`config.mk`:
```
export PLATFORM = sky130hd
export DESIGN_NAME = wb_commit_queue
export DESIGN_NICKNAME = d
export VERILOG_FILES = /design/src/rtl/wb_commit_queue.sv
export SDC_FILE = /design/constraint.sdc
export NUM_CORES = 1
export LEC_CHECK = 0
export ABC_AREA = 1
export BUFFER_PORTS_ARGS = -buffer_cell sky130_fd_sc_hd__buf_2
export CORE_MARGIN = 10
export CORE_UTILIZATION = 55
export DETAILED_ROUTE_END_ITERATION = 10
export GPL_TIMING_DRIVEN = 0
export PLACE_DENSITY = 0.9
export SYNTH_ARGS = -nofsm -noshare
export SYNTH_HDL_FRONTEND = slang
export SYNTH_SLANG_ARGS = --single-unit
```
`constraint.sdc`:
```
create_clock -name clk -period 13.2 [get_ports clk]
set_clock_uncertainty 0.2 [all_clocks]
set_input_delay 1.98 -clock clk [delete_from_list [all_inputs] [get_ports clk]]
set_output_delay 1.98 -clock clk [all_outputs]
set_load 0.005 [all_outputs]
```
`src/rtl/wb_commit_queue.sv`:
```
// wb_commit_queue: writeback-stage commit queue.
//
// Holds instructions leaving MEM in a circular FIFO and retires the head one per
// cycle. A normal head writes the register file. An exception or ERET head raises
// a one-cycle trap/return request toward CP0 together with a flush. The flush
// empties the whole queue at the next edge.
//
// Build option: define WB_COMMIT_FWD_EN to compile in the forwarding search, in
// which the youngest matching entry drives fwd_hit/fwd_data on each lookup port.
// Without it the forwarding outputs are tied to 0, and the queue accepts an entry
// only when it is empty, so it behaves as a single-entry stage.
//
// Ports:
//   clk, reset                  clock; synchronous active-high reset
//   ms_to_ws_valid / ws_allowin MEM handshake
//   ms_pc, ms_result, ms_badvaddr, ms_dest, ms_we, ms_eret, ms_slot,
//   ms_pc_error, ms_ex_code     entry payload
//   commit_stall                hold the head this cycle
//   rf_we, rf_waddr, rf_wdata   register-file write port
//   debug_wb_*                  trace outputs mirroring the head commit
//   ex_valid, ex_code, ex_epc, ex_slot, ex_badvaddr, eret   commit-time trap/return
//   flush                       pipeline flush request
//   fwd_raddr / fwd_hit / fwd_data  NUM_FWD forwarding lookup ports
//   count                       current occupancy
module wb_commit_queue #(
   parameter int unsigned DEPTH   = 4,
   parameter int unsigned NUM_FWD = 2
) (
   input  logic                   clk,
   input  logic                   reset,
   input  logic                   ms_to_ws_valid,
   output logic                   ws_allowin,
   input  logic [31:0]            ms_pc,
   input  logic [31:0]            ms_result,
   input  logic [31:0]            ms_badvaddr,
   input  logic [4:0]             ms_dest,
   input  logic                   ms_we,
   input  logic                   ms_eret,
   input  logic                   ms_slot,
   input  logic                   ms_pc_error,
   input  logic [4:0]             ms_ex_code,
   input  logic                   commit_stall,
   output logic                   rf_we,
   output logic [4:0]             rf_waddr,
   output logic [31:0]            rf_wdata,
   output logic [31:0]            debug_wb_pc,
   output logic [3:0]             debug_wb_rf_wen,
   output logic [4:0]             debug_wb_rf_wnum,
   output logic [31:0]            debug_wb_rf_wdata,
   output logic                   ex_valid,
   output logic [4:0]             ex_code,
   output logic [31:0]            ex_epc,
   output logic                   ex_slot,
   output logic [31:0]            ex_badvaddr,
   output logic                   eret,
   output logic                   flush,
   input  logic [NUM_FWD*5-1:0]   fwd_raddr,
   output logic [NUM_FWD-1:0]     fwd_hit,
   output logic [NUM_FWD*32-1:0]  fwd_data,
   output logic [$clog2(DEPTH):0] count
);

   localparam int unsigned PtrW = $clog2(DEPTH);
   localparam int unsigned CntW = PtrW + 1;
   localparam logic [4:0]  NoEx = 5'h00;

   // Payload storage, intentionally not reset.
   logic [31:0] pc_q       [DEPTH];
   logic [31:0] result_q   [DEPTH];
   logic [31:0] badvaddr_q [DEPTH];
   logic [4:0]  dest_q     [DEPTH];
   logic [4:0]  ex_code_q  [DEPTH];
   logic        we_q       [DEPTH];
   logic        eret_q     [DEPTH];
   logic        slot_q     [DEPTH];
   logic        pc_error_q [DEPTH];

   logic [PtrW-1:0] head_q, head_d;
   logic [PtrW-1:0] tail_q, tail_d;
   logic [CntW-1:0] count_q, count_d;

   logic head_vis;      // a valid head exists and reset is not forcing outputs low
   logic head_go;       // head is committed this cycle
   logic head_ex;
   logic head_eret;
   logic commit_flush;
   logic full;
   logic push;
   logic pop;

   always_comb begin
      head_vis     = !reset && (count_q != '0);
      head_go      = head_vis && !commit_stall;
      head_ex      = ex_code_q[head_q] != NoEx;
      // An exception outranks an ERET flag on the same entry.
      head_eret    = eret_q[head_q] && !head_ex;
      commit_flush = head_go && (head_ex || head_eret);
      full         = count_q == CntW'(DEPTH);
`ifdef WB_COMMIT_FWD_EN
      ws_allowin   = !reset && !full && !commit_flush;
`else
      ws_allowin   = !reset && !full && (count_q == '0) && !commit_flush;
`endif
      push         = ms_to_ws_valid && ws_allowin;
      pop          = head_go;
   end

   always_comb begin
      head_d  = head_q + PtrW'(pop);
      tail_d  = tail_q + PtrW'(push);
      count_d = count_q + CntW'(push) - CntW'(pop);
      // Push is already blocked while flushing, so dropping everything is exact.
      if (commit_flush) begin
         head_d  = '0;
         tail_d  = '0;
         count_d = '0;
      end
   end

   always_ff @(posedge clk) begin
      if (reset) begin
         head_q  <= '0;
         tail_q  <= '0;
         count_q <= '0;
      end else begin
         head_q  <= head_d;
         tail_q  <= tail_d;
         count_q <= count_d;
      end
   end

   always_ff @(posedge clk) begin
      if (push) begin
         pc_q[tail_q]       <= ms_pc;
         result_q[tail_q]   <= ms_result;
         badvaddr_q[tail_q] <= ms_badvaddr;
         dest_q[tail_q]     <= ms_dest;
         ex_code_q[tail_q]  <= ms_ex_code;
         we_q[tail_q]       <= ms_we;
         eret_q[tail_q]     <= ms_eret;
         slot_q[tail_q]     <= ms_slot;
         pc_error_q[tail_q] <= ms_pc_error;
      end
   end

   always_comb begin
      rf_we       = 1'b0;
      rf_waddr    = '0;
      rf_wdata    = '0;
      debug_wb_pc = '0;
      ex_valid    = 1'b0;
      ex_code     = '0;
      ex_epc      = '0;
      ex_slot     = 1'b0;
      ex_badvaddr = '0;
      eret        = 1'b0;
      flush       = commit_flush;
      count       = reset ? '0 : count_q;
      if (head_vis) begin
         rf_waddr    = dest_q[head_q];
         rf_wdata    = result_q[head_q];
         debug_wb_pc = pc_q[head_q];
      end
      if (head_go) begin
         rf_we = we_q[head_q] && !head_ex && !head_eret;
         eret  = head_eret;
         if (head_ex) begin
            ex_valid    = 1'b1;
            ex_code     = ex_code_q[head_q];
            ex_epc      = pc_error_q[head_q] ? badvaddr_q[head_q] : pc_q[head_q];
            ex_slot     = slot_q[head_q];
            ex_badvaddr = badvaddr_q[head_q];
         end
      end
      debug_wb_rf_wen   = {4{rf_we}};
      debug_wb_rf_wnum  = rf_waddr;
      debug_wb_rf_wdata = rf_wdata;
   end

`ifdef WB_COMMIT_FWD_EN
   // Walk entries oldest to youngest so the youngest match overwrites older ones.
   always_comb begin
      logic [PtrW-1:0] idx;
      logic [4:0]      raddr;
      fwd_hit  = '0;
      fwd_data = '0;
      idx      = '0;
      raddr    = '0;
      for (int k = 0; k < NUM_FWD; k++) begin
         raddr = fwd_raddr[k*5 +: 5];
         for (int i = 0; i < DEPTH; i++) begin
            idx = head_q + PtrW'(i);
            if (!reset && (CntW'(i) < count_q) && (raddr != 5'd0) && we_q[idx] &&
                (ex_code_q[idx] == NoEx) && !eret_q[idx] && (dest_q[idx] == raddr)) begin
               fwd_hit[k]            = 1'b1;
               fwd_data[k*32 +: 32] = result_q[idx];
            end
         end
      end
   end
`else
   logic unused_fwd_raddr;
   assign unused_fwd_raddr = ^fwd_raddr;
   assign fwd_hit          = '0;
   assign fwd_data         = '0;
`endif

endmodule
```
=== After elaboration in Yosys (flattened, before gate mapping) ===
Memories as Yosys holds them, arrays and structs flattened. A register that Yosys moved wholly into a read port is not among the register bits.
Index checks and enable logic that the tools add are counted.

* Muxes and demuxes: 28
* Divide/modulo/power cells: 0
* Bitwise operators: 0
* Shift operators: 0
* $lt $le $gt $ge: 0
* Eq/ne operators: 1
* Multipliers: 0
* Reductions and logical operators: 21
* $add $sub $neg: 4

{| class="wikitable"
|+ Operator list
! kind !! number
|-
| $mux 32 || 7
|-
| $mux 2 || 9
|-
| $mux 5 || 3
|-
| $logic_and 1x1->1 || 10
|-
| $mux 1 || 8
|-
| $logic_not 1->1 || 6
|-
| $reduce_bool 5->1 || 1
|-
| $add 2x1->2 || 2
|-
| $add 3x1->3 || 1
|-
| $eq 3x3->1 const B || 1
|-
| $logic_not 3->1 || 1
|-
| $mux 3 || 1
|-
| $reduce_bool 3->1 || 1
|-
| $sub 3x1->3 || 1
|-
| $reduce_or 2->1 || 1
|-
| $logic_or 1x1->1 || 1
|}

* Bits in writable memories: 440
* Memories kept: 9
* Output and inout bits: 254
* Bits in read-only memories: 0
* Input port bits: 124
* Bits in latches: 0
* Register bits: 7

{| class="wikitable"
|+ Memory list
! memory !! depth !! width !! read ports !! clocked after Yosys merged registers in !! write ports !! line !! RTL
|-
| badvaddr_q || 4 || 32 || 1 || 1 || 1 || 70 || <nowiki>logic [31:0] badvaddr_q [DEPTH];</nowiki>
|-
| pc_q || 4 || 32 || 1 || 1 || 1 || 68 || <nowiki>logic [31:0] pc_q [DEPTH];</nowiki>
|-
| result_q || 4 || 32 || 1 || 1 || 1 || 69 || <nowiki>logic [31:0] result_q [DEPTH];</nowiki>
|-
| dest_q || 4 || 5 || 1 || 1 || 1 || 71 || <nowiki>logic [4:0] dest_q [DEPTH];</nowiki>
|-
| ex_code_q || 4 || 5 || 1 || 1 || 1 || 72 || <nowiki>logic [4:0] ex_code_q [DEPTH];</nowiki>
|-
| eret_q || 4 || 1 || 1 || 1 || 1 || 74 || <nowiki>logic eret_q [DEPTH];</nowiki>
|-
| +3 memories || - || - || - || - || - || - ||
|}

=== Logic depth before layout (Yosys ltp) ===
* Depth in word-level cells: 10
* Mapped depth: 11

=== Least setup slack after synthesis ===
No wires, ideal clock.

* Path kind: input port to flip-flop
* Start point: input port reset
* End point: memory badvaddr_q[0][0], enable pin
* Path buffers: 0
* Data required time: 12.285 ns
* Library setup time: 0.715 ns
* Data arrival time: 9.726 ns
* Stages on the path: 3
* Slack: 2.560 ns
* Cells stage by stage: nor2_1 -> nand2_1 -> nor3_1

* Cells in the longest elaborated chain, start to end: 9
* Elaborated cells between the ends (all ways): 11
* Classes of those cells: 2 x mux; 9 x reduce/logical

{| class="wikitable"
|+ Ends and longest elaborated chain
! element !! line !! RTL
|-
| from (decl) || 30 || <nowiki>input logic reset,</nowiki>
|-
| $logic_not 1->1 * || 92, 102 ||
|-
| $logic_and 1x1->1 || 92 || <nowiki>head_vis = !reset && (count_q != '0);</nowiki>
|-
| $logic_and 1x1->1 || 93 || <nowiki>head_go = head_vis && !commit_stall;</nowiki>
|-
| $logic_and 1x1->1 || 97 || <nowiki>commit_flush = head_go && (head_ex || head_eret);</nowiki>
|-
| $logic_not 1->1 || 102 || <nowiki>ws_allowin = !reset && !full && (count_q == '0) && !commit_flush;</nowiki>
|-
| $logic_and 1x1->1 * || 102 ||
|-
| $logic_and 1x1->1 * || 104 || <nowiki>push = ms_to_ws_valid && ws_allowin;</nowiki>
|-
| $mux 1 * || 133 || <nowiki>if (push) begin</nowiki>
|-
| $mux 1 (implied by the code) * || 136 || <nowiki>badvaddr_q[tail_q] <= ms_badvaddr;</nowiki>
|-
| to (decl) || 70 ||
|}

Mark *: on every way between the ends. The rest lies on a longest branch, timed or not.

=== Final worst setup path ===
* Start point: input port reset
* End point: output port ex_epc[31]

* Cells in the longest elaborated chain, start to end: 4

{| class="wikitable"
|+ Ends and longest elaborated chain
! element !! line !! RTL
|-
| $logic_not 1->1 || 92 ||
|-
| $logic_and 1x1->1 || 92 ||
|-
| $logic_and 1x1->1 || 93 ||
|-
| $mux 32 || 164 || <nowiki>if (head_go) begin</nowiki>
|-
| to (decl) || 52 || <nowiki>output logic [31:0] ex_epc,</nowiki>
|}

Every way passes these cells.

==> flow_summary.ini <==
[drt]
drt_iter0_drc = 1649
final_antenna_net_count = 0
dr.pass1.iters = 6
drc = 0
vias = 14200
post_drt_wl_per_cell_um = 22.9
viasPerCell = 5.68
routed_wl_um = 57200

[worst_setup_path]
path_delay_family = buffers and inverters
cp-start-kind = input port
regToRegSetupSlack_ns = 10.13
cpMostUsedCell = buf_2
critPathRequiredTime_ns = 11.02
cp_max_fo = 10
arrival_ns = 3.98
cp_num_cells = 9
worst-setup-path-type = in2out
crit_buf_inv = 5
cp_slowest_stage_delay_ns = 0.28
r2r_cells = 10
crit_path_end_kind = primary output
crit_slowest_cell = o21bai_4
path_cells = buf_2 > inv_1 > nand2_2 > nor2_2 > inv_1 > o21bai_4 > buf_2 > nor2_1 > buf_2

[floorplan]
die_x_um = 205
fp-row-count = 67
fp.coreArea_um2 = 33700
die_height_um = 205
dieArea_um2 = 42100
start_util_pct = 56.0
io_pins = 378

[timing]
slew_headroom_pct = 24.8
hold_viol = 0
tightest_slew_ns = 1.12
slew_viol_final = 0
clock.fmax_mhz = 162
rsz0062_at_grt = false
fin_crit_sh_pct = 46.6
period_minus_slack_ns = 6.16
setup_viol = 0

[place]
gp_congestion = 0.934
port_buffers = 301
dpl_cell_area_um2 = 21800
hpwl_um = 41200

[flow_run]
maxCapViolCount = 0

[cts]
cts.sinks = 447
clkLatencyLatePin_ns = 0.54
cts_setup_buffers = 0
post_cts_resized = 0
htreeDepth = 2
cts_root_buf = clkbuf_16
cts.hold.buffers_added = 0
cts_buffers = 43
clkSlewWorstSetupHoldPaths_ns = 0.06
tritoncts = yes
cts_max_path_buffers = 3

[logic_synthesis]
ys_ff_latch = 447
yosysMostFrequentCell = edfxtp_1
synth_area_um2 = 18900
synth_commonest_cells = edfxtp_1 (440), nor2_1 (366), o21ai_0 (175)
async_reset_ff_share_pct = 0
yosysTopAreaCellShare_pct = 70.0
ys_seq_area_share_pct = 70.8
synth_edf_count = 440
yosys.area.top_type = edfxtp_1
synthFlopType = edfxtp_1
avgSynthCellArea_um2 = 12.3
synthCells = 1538
yosysUniqueCellTypes = 31
synth.area.top_cells = edfxtp_1 (70%), nor2_1 (7.3%), buf_4 (4.7%), o21ai_0 (4.6%), nand2_1 (1.9%)
yosysWarnings = 0

[min_path]
worst_hold_path_type = reg2reg
whs_path_depth = 2

[global_routing]
grt_remaining_overflow = 0
grt_first_pass_wirelength_um = 82600
grtUsageTotal_pct = 25.9
grt_max_degree = 16
antenna_found_initial = 24
first_global_vias = 13800

[power_and_ir_drop]
power_density_nw_per_um2 = 169
p_comb_share_pct = 26.3
power_mw = 3.92
swShare_pct = 30.3
ir_worst_vdd_uv = 131
p_int_mw = 2.73
clkPwrFrac_pct = 30.6
p_leak_nw = 9.27
pwr-share-seq_pct = 43.1
power_switching_mw = 1.19

[finish]
postLayoutCellArea_um2 = 23200
layout-area-overhead-vs-synth_pct = 23.0
drive_gt1_share_pct = 30.2
final_nets = 2128

[outcome]
outcome = finished, final reports clean
==> tightest hold or removal path: stages (launching register included) <==
cell and delay, ns:
dfxtp_1 0.36, xnor2_1 0.16, nor2_1 0.04
==> final cells by class <==
type                            instances  area [µm²]
Antenna cell                           20        50.0
Multi-Input combinational cell        938        4390
Timing Repair Buffer                  351        2090
Clock inverter                         24         221
Clock buffer                           52        1150
Inverter                               18        67.6
Buffer                                200        1320
Tap cell                              448         561
Fill cell                            2206       10500
Sequential cell                       447       13400
==> cells by family after synthesis <==
group           count (synthesis)  share of synthesized area (%)
compound gates                347                           10.4
xor+xnor                        4                          0.186
fa+ha+maj                       5                          0.371
buf+inv                       218                           7.36
flops                         447                           70.8
other cells                     1                         0.0199
simple gates                  516                           10.9
==> power by group through the flow <==
stage | clock (mW) | sequential, mW | combinational, mW
final | 1.20 | 1.69 | 1.03
after CTS | 1.20 | 1.69 | 1.01
after global routing | 1.27 | 1.69 | 1.10
after floorplan | 0 | 1.74 | 0.555
after detailed placement | 0 | 1.72 | 0.998
after global placement | 0 | 1.76 | 0.929
==> per-stage QoR <==
step / worst slack, ns / util (%) / setup TNS [ns] / std cells / hold slack (ns)
floorplan: 2.56 / - / 0 / 1603 / 0.327
global placement: -3.13 / 62.8 / -1333.63 / 2352 / 0.337
detailed placement: 7.11 / 64.6 / 0 / 2402 / 0.387
CTS: 7.09 / 68.7 / 0 / 2478 / 0.405
global route: 7.00 / 68.8 / 0 / 2492 / 0.442
finish: 7.04 / 68.8 / 0 / 2498 / 0.416
==> state kept, by name (all words and copies together) (netlist names) <==
signal      cells
badvaddr_q    128
pc_q          128
result_q      128
dest_q         20
ex_code_q      20
eret_q          4
pc_error_q      4
slot_q          4
we_q            4
count_q         3
head_q          2
tail_q          2
==> cells in the final DEF (no fill, tap or decap), types with 34 or more instances in the layout <==
cell type and count:
buf_6 51, nor2_1 366, clkbuf_1 44, nand2_1 95, a21oi_1 70, clkbuf_16 45, o21ai_1 34, buf_4 122
conb_1 66, edfxtp_1 440, buf_2 327, o21ai_0 175
==> layer usage <==
layer	share of wire, %	vias up	GRT usage (%)
li1	-	6223	-
met1	35	6753	31.1
met2	49	986	43.5
met3	10	205	5.08
met4	5.3	10	13.8
met5	0.12	-	0
==> worst paths after layout <==
path,startpoint,end
worst max-delay path,reset,ex_epc[31]
worst min register to register,tail_q[1],tail_q[1]
worst max register to register,count_q[1],badvaddr_q[3][11]
worst min-delay path,tail_q[1],tail_q[1]
(Power assumes the default switching activity.)
